File: src/rtl/axi_bridge_pkg.sv
// Shared types and constants for the LSU command-register to AXI4-Lite bridge.
// Command codes, controller states, AXI response codes and the default abort budget.
package axi_bridge_pkg;

  typedef enum logic [1:0] {
    NONE  = 2'b00,
    WRITE = 2'b01,
    READ  = 2'b10,
    RSVD  = 2'b11
  } cmd_e;

  typedef enum logic [2:0] {
    IDLE  = 3'd0,
    WR    = 3'd1,
    WRESP = 3'd2,
    RADDR = 3'd3,
    RDATA = 3'd4
  } state_e;

  localparam logic [1:0] RESP_OKAY   = 2'b00;
  localparam logic [1:0] RESP_EXOKAY = 2'b01;
  localparam logic [1:0] RESP_SLVERR = 2'b10;
  localparam logic [1:0] RESP_DECERR = 2'b11;

  localparam int unsigned DEFAULT_TIMEOUT = 255;

  // SLVERR and DECERR both carry bit 1; OKAY/EXOKAY do not.
  function automatic logic resp_is_err(input logic [1:0] resp);
    return resp[1];
  endfunction

endpackage

File: src/rtl/axi_lite_cmd_bridge.sv
// Turns one rising edge of the LSU command strobe into a single AXI4-Lite write or
// read, reporting read data and sticky done/error status back to the core.
module axi_lite_cmd_bridge
  import axi_bridge_pkg::*;
#(
  parameter int unsigned TIMEOUT_CYCLES = DEFAULT_TIMEOUT
) (
  input  logic        i_clk,
  input  logic        i_rst,
  input  logic [31:0] i_axi_addr,
  input  logic [31:0] i_axi_data,
  input  logic        i_axi_sel,
  input  logic [3:0]  i_axi_strobe,
  input  logic [1:0]  i_axi_control,
  output logic [31:0] m_awaddr,
  output logic        m_awvalid,
  input  logic        m_awready,
  output logic [31:0] m_wdata,
  output logic [3:0]  m_wstrb,
  output logic        m_wvalid,
  input  logic        m_wready,
  input  logic [1:0]  m_bresp,
  input  logic        m_bvalid,
  output logic        m_bready,
  output logic [31:0] m_araddr,
  output logic        m_arvalid,
  input  logic        m_arready,
  input  logic [31:0] m_rdata,
  input  logic [1:0]  m_rresp,
  input  logic        m_rvalid,
  output logic        m_rready,
  output logic [31:0] o_rx_data,
  output logic        o_busy,
  output logic        o_done,
  output logic        o_err
);

  localparam logic [15:0] TMO_LIMIT = 16'(TIMEOUT_CYCLES);

  state_e      state_r;
  logic        sel_r;
  logic [15:0] tmo_cnt_r;

  logic        launch_s;
  cmd_e        cmd_s;
  logic        aw_ok_s;
  logic        w_ok_s;
  logic        tmo_hit_s;

  // Launch decode, write-channel progress and timeout detection.
  always_comb begin
    cmd_s     = cmd_e'(i_axi_control);
    launch_s  = 1'b0;
    aw_ok_s   = 1'b0;
    w_ok_s    = 1'b0;
    tmo_hit_s = 1'b0;
    if (state_r == IDLE) begin
      launch_s = i_axi_sel & ~sel_r;
    end else begin
      launch_s = 1'b0;
    end
    // A channel whose valid already dropped has completed its handshake.
    aw_ok_s   = ~m_awvalid | m_awready;
    w_ok_s    = ~m_wvalid | m_wready;
    tmo_hit_s = ((tmo_cnt_r + 16'd1) == TMO_LIMIT);
  end

  // Command controller: strobe edge capture, AXI sequencing, status and timeout.
  always_ff @(posedge i_clk or negedge i_rst) begin
    if (!i_rst) begin
      state_r   <= IDLE;
      sel_r     <= 1'b0;
      tmo_cnt_r <= 16'd0;
      m_awaddr  <= 32'd0;
      m_awvalid <= 1'b0;
      m_wdata   <= 32'd0;
      m_wstrb   <= 4'd0;
      m_wvalid  <= 1'b0;
      m_bready  <= 1'b0;
      m_araddr  <= 32'd0;
      m_arvalid <= 1'b0;
      m_rready  <= 1'b0;
      o_rx_data <= 32'd0;
      o_busy    <= 1'b0;
      o_done    <= 1'b0;
      o_err     <= 1'b0;
    end else begin
      sel_r <= i_axi_sel;
      if (state_r != IDLE) begin
        tmo_cnt_r <= tmo_cnt_r + 16'd1;
      end else begin
        tmo_cnt_r <= tmo_cnt_r;
      end

      case (state_r)
        IDLE: begin
          if (launch_s) begin
            case (cmd_s)
              WRITE: begin
                m_awaddr  <= i_axi_addr;
                m_wdata   <= i_axi_data;
                m_wstrb   <= i_axi_strobe;
                m_awvalid <= 1'b1;
                m_wvalid  <= 1'b1;
                tmo_cnt_r <= 16'd0;
                o_busy    <= 1'b1;
                o_done    <= 1'b0;
                o_err     <= 1'b0;
                state_r   <= WR;
              end
              READ: begin
                m_araddr  <= i_axi_addr;
                m_wdata   <= i_axi_data;
                m_wstrb   <= i_axi_strobe;
                m_arvalid <= 1'b1;
                tmo_cnt_r <= 16'd0;
                o_busy    <= 1'b1;
                o_done    <= 1'b0;
                o_err     <= 1'b0;
                state_r   <= RADDR;
              end
              RSVD: begin
                o_busy <= 1'b0;
                o_done <= 1'b1;
                o_err  <= 1'b1;
              end
              default: begin
                state_r <= IDLE;
              end
            endcase
          end else begin
            state_r <= IDLE;
          end
        end

        WR: begin
          if (tmo_hit_s) begin
            m_awvalid <= 1'b0;
            m_wvalid  <= 1'b0;
            o_busy    <= 1'b0;
            o_done    <= 1'b1;
            o_err     <= 1'b1;
            state_r   <= IDLE;
          end else if (aw_ok_s && w_ok_s) begin
            m_awvalid <= 1'b0;
            m_wvalid  <= 1'b0;
            m_bready  <= 1'b1;
            state_r   <= WRESP;
          end else begin
            if (m_awvalid && m_awready) begin
              m_awvalid <= 1'b0;
            end else begin
              m_awvalid <= m_awvalid;
            end
            if (m_wvalid && m_wready) begin
              m_wvalid <= 1'b0;
            end else begin
              m_wvalid <= m_wvalid;
            end
          end
        end

        WRESP: begin
          // A response landing on the timeout cycle still reports its own status.
          if (m_bvalid) begin
            m_bready <= 1'b0;
            o_err    <= resp_is_err(m_bresp);
            o_done   <= 1'b1;
            o_busy   <= 1'b0;
            state_r  <= IDLE;
          end else if (tmo_hit_s) begin
            m_bready <= 1'b0;
            o_err    <= 1'b1;
            o_done   <= 1'b1;
            o_busy   <= 1'b0;
            state_r  <= IDLE;
          end else begin
            state_r <= WRESP;
          end
        end

        RADDR: begin
          if (tmo_hit_s) begin
            m_arvalid <= 1'b0;
            o_err     <= 1'b1;
            o_done    <= 1'b1;
            o_busy    <= 1'b0;
            state_r   <= IDLE;
          end else if (m_arready) begin
            m_arvalid <= 1'b0;
            m_rready  <= 1'b1;
            state_r   <= RDATA;
          end else begin
            state_r <= RADDR;
          end
        end

        RDATA: begin
          if (m_rvalid) begin
            m_rready  <= 1'b0;
            o_rx_data <= m_rdata;
            o_err     <= resp_is_err(m_rresp);
            o_done    <= 1'b1;
            o_busy    <= 1'b0;
            state_r   <= IDLE;
          end else if (tmo_hit_s) begin
            m_rready <= 1'b0;
            o_err    <= 1'b1;
            o_done   <= 1'b1;
            o_busy   <= 1'b0;
            state_r  <= IDLE;
          end else begin
            state_r <= RDATA;
          end
        end

        default: begin
          m_awvalid <= 1'b0;
          m_wvalid  <= 1'b0;
          m_bready  <= 1'b0;
          m_arvalid <= 1'b0;
          m_rready  <= 1'b0;
          o_busy    <= 1'b0;
          state_r   <= IDLE;
        end
      endcase
    end
  end

endmodule

File: config.mk
export PLATFORM = sky130hd
export DESIGN_NAME = axi_lite_cmd_bridge
export DESIGN_NICKNAME = d
export VERILOG_FILES = /design/src/rtl/axi_bridge_pkg.sv /design/src/rtl/axi_lite_cmd_bridge.sv
export SDC_FILE = /design/constraint.sdc
export NUM_CORES = 1
export LEC_CHECK = 0
export ABC_AREA = 1
export CORE_UTILIZATION = 38
export DETAILED_ROUTE_END_ITERATION = 8
export PLACE_DENSITY_LB_ADDON = 0.1
export SLEW_MARGIN = 25
export SYNTH_ARGS = -nofsm -noshare
export SYNTH_HDL_FRONTEND = slang
export SYNTH_SLANG_ARGS = --single-unit
File: constraint.sdc
create_clock -name i_clk -period 3.25 [get_ports i_clk]
set_clock_uncertainty 0.2 [all_clocks]
set_input_delay 0.975 -clock i_clk [delete_from_list [all_inputs] [get_ports i_clk]]
set_output_delay 0.975 -clock i_clk [all_outputs]
set_load 0.02 [all_outputs]
==> impl_results.md, run 1 <==
- Max Cap Violations: 0
- Fin worst setup slack: 0.609 ns
- GRT met3 Usage: 8.59%
- Met2 Usage GRT: 30.4%
- Placer congestion estimate: 0.832
- Switching power total: 3.91 mW
- Combinational group share of total power: 45.7%
- Antenna diode instance count: 0
- CP Capture Type: output pin
- Detailed Route WL: 17.6 mm
- Top fanout value on the critical path: 4
- Post-synthesis mux area share: 5.13%
- Proportion of layout cells with a drive suffix above 1: 10.8%
- Int Pwr: 6.38 mW
- Dominant synthesized flop cell: sky130_fd_sc_hd__dfrtp_1
- Worst-case clock buffer depth: 2
- Delay of the slowest cell on the worst path: 0.66 ns
- Via count of the routed design: 5835
- CTS H-Tree Depth: 4
- Placement row count: 49
- Master of the slowest instance on the critical path: sky130_fd_sc_hd__clkdlybuf4s50_1
- Setup total negative slack: 0 ns
- Cell leakage power: 4.97 nW
- WL per Instance: 13.9 um
- CTS Buf Count: 17
- Share of synthesized area occupied by flip-flops and latches: 57.0%
- Overflow after GRT: 0
- Number of global-route vias before repair: 5666
- Design Power: 10.3 mW
- Initial core utilization: 38.9%
- Post-synthesis cell area: 7020 sq um
- Global-route wire length before repair: 28.1 mm
- Final design utilization: 57.9%
- Start-to-end type of the worst setup path: reg2out
- TritonCTS clock tree: built
- Clock-pin transition on the worst setup and hold timing paths: 0.06 ns
- Cts repair resizes: 0
- Share of total power consumed by net switching: 38.0%
- Number of DRC violations after detailed-routing iteration 0: 247
- Yosys cell types: 39
- IO Port Bufs: 251
- Area after DPL: 9820 sq um
- Post-Syn Nets: 894
- Adder-Cell Fraction of Synth Area: 0.891%
- Maximum frequency from static timing analysis: 379 MHz
- Critical path launch point type: flop
- Aggregate global-route resource usage: 19.3%
- Critical path data arrival time: 1.47 ns
- Number of flip-flops and latches in the synthesized netlist: 160
- Main combinational cell family by area after synthesis: simple AND/OR/NAND/NOR gates
- Number of flops mapped to enable cells by yosys: 0
- Number of buffer and inverter instances along the worst setup path: 1
- Die outline area: 19000 sq um
- Final net count: 1145
- Mean post-synth cell area: 9.06 sq um
- Drt first pass iters: 4
- Number of primary I/O pins: 254
- Clock Power Share: 20.7%
- Cts hold-fix bufs: 0
- Width of the chip: 138 um
- DRC violations left: 0
- Share of the synthesized area in compound gates (AO/OA/AOI/OAI): 7.73%
- Fin crit share: 81.3%
- Maximum number of pins on one net before global-route repair: 65
- Largest delay share family, worst path: buffers and inverters
- Type of the tightest min-delay check: reg2reg
- Finished Cell Area: 10400 sq um
- Worst Path Required: 2.07 ns
- Slew at the pin closest to its max-slew limit: 0.564 ns
- Area share of and/or/nand/nor cells after synthesis: 22.8%
- Met1 demand-to-capacity share in global routing: 23.8%
- Minimum hold slack: 0.279 ns
- Post-DRT Antenna Nets: 0
- Place WS: 0.212 ns
- Mapped Cells: 775
- Core region area: 18000 sq um
- Result of the run: finished clean
- Sequential Power Share: 33.7%
- Final number of setup-violating endpoints: 0
- Max transition margin: 62.4%
- Asr flop ratio synth: 100%
- Height of the chip: 138 um
- Dpl hpwl: 12.4 mm
- Initial antenna violation count: 0
- Peak supply drop: 0.447 mV
- Tmin final: 2.64 ns
- Cell breakdown of the critical path: clkdlybuf4s50_1
- Number of clock sinks seen by CTS: 160
- Power per cell area: 985 nW/um^2
- Post-synthesis xor/xnor area fraction: 0.125%
- Clock tree root buffer cell: sky130_fd_sc_hd__clkbuf_16
- Unrepaired setup endpoints after global routing: false
- Count of buffers added by post-CTS timing repair for setup: 0
- Final Hold Fails: 0
- Vias per cell: 4.61
- Non-filler cells in the finished layout: 1267
- Layer carrying the most global-route usage: met2
- Layout overhead on the synthesized area: 48.8%
- Number of warnings printed during yosys synthesis: 0
- Clock Latency Late Sink: 0.42 ns
- Total instance count after detailed placement: 1236
- Final Max Tran Viols: 0
[sequential cells by signal, indices dropped and copies added (netlist names), 3 cells and up]
register,count
state_r,3
m_awaddr,32
tmo_cnt_r,16
m_wstrb,4
o_rx_data,32
m_araddr,32
m_wdata,32
[metal layers]
| metal | up-vias | share of wire (%) |
|---|---|---|
| li1 | 2960 | - |
| met5 | - | 0 |
| met2 | 185 | 45 |
| met3 | 19 | 10 |
| met4 | 0 | 1.3 |
| met1 | 2671 | 43 |
[synthesized netlist by cell type (2+ instances only)]
master	count	share of area [%]
sky130_fd_sc_hd__nor3_2	2	0.29
sky130_fd_sc_hd__nor2_1	33	1.8
sky130_fd_sc_hd__nand3_1	25	1.8
sky130_fd_sc_hd__clkbuf_1	12	0.64
sky130_fd_sc_hd__o21ai_0	80	5.7
sky130_fd_sc_hd__nand2_1	261	14
sky130_fd_sc_hd__o211ai_1	3	0.32
sky130_fd_sc_hd__buf_4	3	0.32
sky130_fd_sc_hd__nor2_2	3	0.27
sky130_fd_sc_hd__o21ai_1	4	0.29
sky130_fd_sc_hd__a21oi_1	2	0.14
sky130_fd_sc_hd__buf_1	4	0.21
sky130_fd_sc_hd__nand3_2	5	0.71
sky130_fd_sc_hd__mux2_2	32	5.1
sky130_fd_sc_hd__nand2_2	11	0.98
sky130_fd_sc_hd__ha_1	5	0.89
sky130_fd_sc_hd__a211oi_1	2	0.21
sky130_fd_sc_hd__nor3_1	3	0.21
sky130_fd_sc_hd__dfrtp_1	160	57
sky130_fd_sc_hd__clkinv_1	2	0.11
sky130_fd_sc_hd__buf_2	10	0.71
sky130_fd_sc_hd__nand2_4	2	0.32
sky130_fd_sc_hd__inv_2	3	0.16
sky130_fd_sc_hd__nor2_4	7	1.1
sky130_fd_sc_hd__nand4_1	11	0.98
sky130_fd_sc_hd__inv_1	77	4.1
[worst reg2reg max path: stages, from the launching register on]
cell	delay (ns)
sky130_fd_sc_hd__dfrtp_1	0.44
sky130_fd_sc_hd__ha_1	0.26
sky130_fd_sc_hd__nand3_2	0.14
sky130_fd_sc_hd__clkinv_1	0.18
sky130_fd_sc_hd__nand3_1	0.11
sky130_fd_sc_hd__nand2_1	0.05
sky130_fd_sc_hd__nand2_1	0.07
sky130_fd_sc_hd__nand2_1	0.13
sky130_fd_sc_hd__nand3b_1	0.20
sky130_fd_sc_hd__nor2_1	0.23
sky130_fd_sc_hd__o21ai_0	0.13
sky130_fd_sc_hd__nand2_1	0.07
sky130_fd_sc_hd__nand2_1	0.04
[path summary, 6_finish.rpt]
path | from | to | slack (ns) | depth (start not counted)
worst max-delay path | m_awvalid | m_awvalid | 0.61 | 1
worst min-delay path | m_wdata[28] | m_wdata[28] | 0.28 | 2
worst max register to register | tmo_cnt_r[1] | o_busy | 0.90 | 12
worst min register to register | m_wdata[28] | m_wdata[28] | 0.28 | 2
max in group asynchronous | i_rst | m_wdata[26] | 1.92 | 2
min in group asynchronous | i_rst | tmo_cnt_r[8] | 0.30 | 1
[layout make-up]
class | count | area (sq um)
clock inverters | 12 | 183
well taps | 229 | 287
repair buffers | 261 | 2640
multi-input cells | 504 | 2580
fillers | 1617 | 7580
clock buffers | 19 | 443
flip-flops and latches | 160 | 4000
inverters | 82 | 308
[layout by cell type (no fill, tap or decap), types with 6 or more instances in the layout]
| cell type | synthesis | routed |
|---|---|---|
| sky130_fd_sc_hd__nand2_1 | 261 | 259 |
| sky130_fd_sc_hd__clkdlybuf4s50_1 | 0 | 250 |
| sky130_fd_sc_hd__dfrtp_1 | 160 | 160 |
| sky130_fd_sc_hd__o21ai_0 | 80 | 80 |
| sky130_fd_sc_hd__inv_1 | 77 | 77 |
| sky130_fd_sc_hd__nor2_1 | 33 | 33 |
| sky130_fd_sc_hd__mux2_2 | 32 | 32 |
| sky130_fd_sc_hd__nand3_1 | 25 | 25 |
| sky130_fd_sc_hd__clkbuf_16 | 0 | 17 |
| sky130_fd_sc_hd__nand2_2 | 11 | 13 |
| sky130_fd_sc_hd__nand4_1 | 11 | 11 |
| sky130_fd_sc_hd__nor2_4 | 7 | 7 |
| sky130_fd_sc_hd__buf_4 | 3 | 6 |
[power groups by stage]
stage               combinational [mW]  sequential [mW]  clock [mW]
floorplan                         1.49             4.45           0
global placement                  4.71             3.47           0
detailed placement                4.75             3.48           0
CTS                               4.76             3.47        2.18
global route                      5.14             3.60        2.27
finish                            4.70             3.47        2.13
[cells by family (layout without fill, tap and decap cells)]
| logic type | count (synthesis) | count (layout) |
|---|---|---|
| flops | 160 | 160 |
| simple gates | 366 | 366 |
| buf+inv | 111 | 374 |
| mux | 32 | 32 |
| fa+ha+maj | 5 | 5 |
| xor+xnor | 1 | 1 |
| compound gates | 100 | 100 |
Note: power is estimated with default switching activity, not from simulation.
==> run 2: changes to the inputs <==
==> constraint.sdc (replaced) <==
create_clock -name i_clk -period 2.5 [get_ports i_clk]
set_clock_uncertainty 0.2 [all_clocks]
set_input_delay 0.75 -clock i_clk [delete_from_list [all_inputs] [get_ports i_clk]]
set_output_delay 0.75 -clock i_clk [all_outputs]
set_load 0.02 [all_outputs]
==> impl_results.md, run 2 (synthesized netlist as in run 1, its figures left out) <==
- Maximum frequency from static timing analysis: 412 MHz
- Max transition margin: 71.4% (was 62.4%)
- Tmin final: 2.43 ns
- DRC violations left: 0 (unchanged)
- Setup total negative slack: 0 ns (unchanged)
- Result of the run: finished clean (unchanged)
- Master of the slowest instance on the critical path: sky130_fd_sc_hd__clkdlybuf4s50_1 (unchanged)
- Most frequent cells in the layout: sky130_fd_sc_hd__nand2_1, sky130_fd_sc_hd__clkdlybuf4s50_1, sky130_fd_sc_hd__dfrtp_1, sky130_fd_sc_hd__o21ai_0, sky130_fd_sc_hd__inv_1 (unchanged)
- Die outline area: 19000 sq um (unchanged)
- Number of clock sinks seen by CTS: 160 (unchanged)
- Finished Cell Area: 10600 sq um (was 10400 sq um)
- Number of buffer and inverter instances along the worst setup path: 1 (unchanged)
- Design Power: 13.5 mW (was 10.3 mW)
- Initial core utilization: 38.9% (unchanged)
- Critical path launch point type: flop (unchanged)
- Top fanout value on the critical path: 4 (unchanged)
- Start-to-end type of the worst setup path: reg2out (unchanged)
- Crit Reg-Reg Startpoint: tmo_cnt_r[0] (was tmo_cnt_r[1])
- Cell leakage power: 5.08 nW (was 4.97 nW)
- Final Max Tran Viols: 0 (unchanged)
- Layer carrying the most global-route usage: met2 (unchanged)
- Overflow after GRT: 0 (unchanged)
- Fin crit share: 97.1%
- Count of buffers added by post-CTS timing repair for setup: 0 (unchanged)
- GRT met3 Usage: 7.27% (was 8.59%)
- CTS Buf Count: 17 (unchanged)
- Height of the chip: 138 um (unchanged)
- Clock-pin transition on the worst setup and hold timing paths: 0.07 ns (was 0.06 ns)
- Critical path data arrival time: 1.48 ns (was 1.47 ns)
- Total instance count after detailed placement: 1249 (was 1236)
- Clock Latency Late Sink: 0.42 ns (about the same)
- Width of the chip: 138 um (unchanged)
- Aggregate global-route resource usage: 19.4% (was 19.3%)
- Worst-case clock buffer depth: 2 (unchanged)
- WL per Instance: 13.8 um (was 13.9 um)
- Initial antenna violation count: 0 (unchanged)
- Area after DPL: 10000 sq um (was 9820 sq um)
- Antenna diode instance count: 0 (unchanged)
- Number of DRC violations after detailed-routing iteration 0: 284 (was 247)
- Proportion of layout cells with a drive suffix above 1: 12.5% (was 10.8%)
- Max Cap Violations: 0 (unchanged)
- Type of the tightest min-delay check: in2async (was reg2reg)
- Final net count: 1158 (was 1145)
- TritonCTS clock tree: built (unchanged)
- Commonest non-fill, non-tap cell in the layout: sky130_fd_sc_hd__nand2_1 (unchanged)
- Met2 Usage GRT: 30.3% (was 30.4%)
- Non-filler cells in the finished layout: 1281 (was 1267)
- Power per cell area: 1270 nW/um^2 (was 985 nW/um^2)
- Largest delay share family, worst path: buffers and inverters (unchanged)
- Vias per cell: 4.61 (about the same)
- CTS H-Tree Depth: 4 (unchanged)
- Drt first pass iters: 4 (unchanged)
- Delay of the slowest cell on the worst path: 0.66 ns (about the same)
- Number of cells traversed by the worst register-to-register path: 12 (unchanged)
- Met1 demand-to-capacity share in global routing: 24.9% (was 23.8%)
- Dpl hpwl: 12.6 mm (was 12.4 mm)
- Placement row count: 49 (unchanged)
- Global-route wire length before repair: 28.6 mm (was 28.1 mm)
- Launching instance or port of the critical path: m_wvalid (was m_awvalid)
- Via count of the routed design: 5908 (was 5835)
- Number of primary I/O pins: 254 (unchanged)
- Final design utilization: 59.0% (was 57.9%)
- Placer congestion estimate: 0.777 (was 0.832)
- Unrepaired setup endpoints after global routing: false (unchanged)
- Core region area: 18000 sq um (unchanged)
- Cell breakdown of the critical path: clkdlybuf4s50_1 (unchanged)
- Final number of setup-violating endpoints: 0 (unchanged)
- Peak supply drop: 0.625 mV (was 0.447 mV)
- Reg2reg setup slack: 0.23 ns (was 0.90 ns)
- Layout overhead on the synthesized area: 51.6% (was 48.8%)
- CP Capture Type: output pin (unchanged)
- IO Port Bufs: 251 (unchanged)
- Post-DRT Antenna Nets: 0 (unchanged)
- Final Hold Fails: 0 (unchanged)
- Detailed Route WL: 17.7 mm (was 17.6 mm)
- Maximum number of pins on one net before global-route repair: 57 (was 65)
- Number of global-route vias before repair: 5803 (was 5666)
- Worst Path Required: 1.55 ns (was 2.07 ns)
- Clock tree root buffer cell: sky130_fd_sc_hd__clkbuf_16 (unchanged)
- Worst reg2reg endpoint: state_r[0] (was o_busy)
- Slew at the pin closest to its max-slew limit: 0.428 ns (was 0.564 ns)
[run 2: metal layers]
layer,up-vias,routed length [um]
li1,2999,-
met1,2713,7800
met2,180,8180
met3,16,1520
met4,0,208
met5,-,0
[run 2: cell type report]
type,instances,area [sq um]
well taps,229,287
fillers,1636,7380
clock buffers,17,425
clock inverters,15,195
flip-flops and latches,160,4000
repair buffers,274,2820
multi-input cells,504,2600
inverters,82,312
[run 2: repair_timing]
action,in CTS,in global routing
endpoints found under the setup margin,0,7
hold buffers,0,0
gates resized for setup,0,5
[run 2: where the power goes]
| group | internal, mW | leakage [nW] | total, mW | switching [mW] |
|---|---|---|---|---|
| registers | 3.77 | 2.04 | 4.50 | 0.733 |
| logic | 2.92 | 2.73 | 6.24 | 3.32 |
| clock network | 1.61 | 0.303 | 2.76 | 1.15 |
[run 2: worst max path at each step]
stage,to,slack [ns],depth (start not counted)
CTS,m_awvalid,0.04,1
global route,m_awvalid,0.02,1
floorplan,m_bready,0.42,15
detailed placement,o_err,-0.17,9
global placement,o_err,-0.14,9
finish,m_wvalid,0.07,1
[run 2: metrics by stage]
stage               hold WS (ns)  setup WS (ns)
global route              0.0501         0.0244
finish                    0.0337         0.0734
detailed placement         0.264         -0.167
floorplan                  0.254          0.417
CTS                       0.0342         0.0439
global placement           0.254         -0.142
==> run 3: changes to the inputs <==
--- a/config.mk
+++ b/config.mk
@@ -6,7 +6,7 @@
 export NUM_CORES = 1
 export LEC_CHECK = 0
 export ABC_AREA = 1
-export CORE_UTILIZATION = 38
+export CORE_UTILIZATION = 45
 export DETAILED_ROUTE_END_ITERATION = 8
 export PLACE_DENSITY_LB_ADDON = 0.1
 export SLEW_MARGIN = 25
==> impl_results.md, run 3 (synthesized netlist as in run 1, its figures left out) <==
- Most frequent cells in the layout: sky130_fd_sc_hd__nand2_1, sky130_fd_sc_hd__clkdlybuf4s50_1, sky130_fd_sc_hd__dfrtp_1, sky130_fd_sc_hd__o21ai_0, sky130_fd_sc_hd__inv_1 (unchanged)
- Slew at the pin closest to its max-slew limit: 0.467 ns (was 0.428 ns)
- Post-DRT Antenna Nets: 0 (unchanged)
- Final net count: 1156 (was 1158)
- Power per cell area: 1260 nW/um^2 (was 1270 nW/um^2)
- Height of the chip: 127 um (was 138 um)
- Master of the slowest instance on the critical path: sky130_fd_sc_hd__clkdlybuf4s50_1 (unchanged)
- Max Cap Violations: 0 (unchanged)
- Setup total negative slack: 0 ns (unchanged)
- Start point of the worst min-delay path: m_wdata[14]
- Topmost layer with routed signal wires: met4 (unchanged)
- Number of cells traversed by the worst register-to-register path: 11 (was 12)
- Type of the tightest min-delay check: reg2reg (was in2async)
- Levels on crit path: 1 (unchanged)
- DRC violations left: 0 (unchanged)
- Critical path launch point type: flop (unchanged)
- Clock Latency Late Sink: 0.42 ns (about the same)
- Placement row count: 45 (was 49)
- Number of global-route vias before repair: 5700 (was 5803)
- Clock tree root buffer cell: sky130_fd_sc_hd__clkbuf_16 (unchanged)
- Placer congestion estimate: 0.851 (was 0.777)
- Dpl hpwl: 12.2 mm (was 12.6 mm)
- TritonCTS clock tree: built (unchanged)
- Metal3 WL: 1.38 mm (was 1.52 mm)
- Clock-pin transition on the worst setup and hold timing paths: 0.06 ns (was 0.07 ns)
- Number of buffer and inverter instances along the worst setup path: 1 (unchanged)
- Design Power: 13.2 mW (was 13.5 mW)
- Core region area: 15200 sq um (was 18000 sq um)
- Global-route wire length before repair: 28.2 mm (was 28.6 mm)
- Delay of the slowest cell on the worst path: 0.66 ns (about the same)
- CTS H-Tree Depth: 4 (unchanged)
- Worst Path Required: 1.55 ns (about the same)
- Layout overhead on the synthesized area: 48.8% (was 51.6%)
- Number of DRC violations after detailed-routing iteration 0: 264 (was 284)
- Overflow after GRT: 0 (unchanged)
- Fin crit share: 97.2% (was 97.1%)
- Maximum number of pins on one net before global-route repair: 65 (was 57)
- Top fanout value on the critical path: 4 (unchanged)
- Length of routed wiring on met1: 7.32 mm (was 7.80 mm)
- Destination of the critical timing path: m_awvalid (was m_wvalid)
- Die outline area: 16100 sq um (was 19000 sq um)
- Initial antenna violation count: 0 (unchanged)
- Vias per cell: 4.77 (was 4.61)
- Count of filler cells inserted in the layout: 1241 (was 1636)
- Non-filler cells in the finished layout: 1238 (was 1281)
- Cell leakage power: 5.01 nW (was 5.08 nW)
- Peak supply drop: 0.675 mV (was 0.625 mV)
- Launching instance or port of the critical path: m_awvalid (was m_wvalid)
- Result of the run: finished clean (unchanged)
- IO Port Bufs: 251 (unchanged)
- Fin worst setup slack: 0.0704 ns (was 0.0734 ns)
- Reg2reg setup slack: 0.23 ns (about the same)
- WL per Instance: 13.9 um (was 13.8 um)
- WL met2: 8.17 mm (was 8.18 mm)
- Drt first pass iters: 4 (unchanged)
- Cell breakdown of the critical path: clkdlybuf4s50_1 (unchanged)
- Width of the chip: 127 um (was 138 um)
- Number of clock sinks seen by CTS: 160 (unchanged)
- Initial core utilization: 46.2% (was 38.9%)
- Via count of the routed design: 5908 (unchanged)
- Worst reg2reg endpoint: state_r[0] (unchanged)
- CTS Buf Count: 17 (unchanged)
- Proportion of layout cells with a drive suffix above 1: 12.2% (was 12.5%)
- Unrepaired setup endpoints after global routing: false (unchanged)
- Detailed Route WL: 17.2 mm (was 17.7 mm)
- Final Max Tran Viols: 0 (unchanged)
- Tmin final: 2.43 ns (about the same)
- Total instance count after detailed placement: 1205 (was 1249)
- Crit Reg-Reg Startpoint: tmo_cnt_r[1] (was tmo_cnt_r[0])
- Minimum hold slack: 0.277 ns (was 0.0337 ns)
- CP Capture Type: output pin (unchanged)
- Number of primary I/O pins: 254 (unchanged)
- Start-to-end type of the worst setup path: reg2out (unchanged)
- Maximum frequency from static timing analysis: 412 MHz (about the same)
- Worst-case clock buffer depth: 2 (unchanged)
- Final Hold Fails: 0 (unchanged)
- Critical path data arrival time: 1.48 ns (about the same)
- Largest delay share family, worst path: buffers and inverters (unchanged)
- Place WS: -0.167 ns (about the same)
- Max transition margin: 68.8% (was 71.4%)
- Antenna diode instance count: 0 (unchanged)
- Final number of setup-violating endpoints: 0 (unchanged)
- Commonest non-fill, non-tap cell in the layout: sky130_fd_sc_hd__nand2_1 (unchanged)
- Aggregate global-route resource usage: 22.5% (was 19.4%)
## run 3: worst min path at each step
stage | to | cells after the start
3_3_place_gp | m_wdata[25] | 2
5_1_grt | m_wdata[2] | 2
3_5_place_dp | m_wdata[14] | 2
2_1_floorplan | m_araddr[0] | 0
4_1_cts | m_wdata[26] | 2
6_report | m_wdata[14] | 2
## run 3: per-layer routing
metal  track usage (%)  vias up
met5                 0        -
met4              8.89        0
met3              7.80       23
met2              36.5      181
met1              27.6     2714
li1                  -     2990
## run 3: timing repair
item	4_1_cts	5_1_grt
hold buffers	1	0
buffers inserted	0	0
endpoints found under the hold margin	5	0
resized for setup	0	4
endpoints found under the setup margin	0	5
## run 3: layout make-up
cell class | count | area, sq um | area share (%)
clock buffers | 18 | 439 | 4.20
clock inverters | 14 | 124 | 1.19
multi-input cells | 504 | 2590 | 24.8
inverters | 82 | 308 | 2.95
well taps | 188 | 235 | 2.25
flip-flops and latches | 160 | 4000 | 38.3
repair buffers | 272 | 2750 | 26.3
## run 3: power by group
group	switching (mW)	total [mW]	internal, mW
Combinational	3.31	6.19	2.88
Clock	1.13	2.46	1.33
Sequential	0.735	4.51	3.77
## run 3: per-stage QoR
step	instance area [sq um]	utilization, %
global route	10400	68.7
global placement	9870	64.9
detailed placement	9870	64.9
floorplan	7020	-
finish	10400	68.7
CTS	10400	68.7
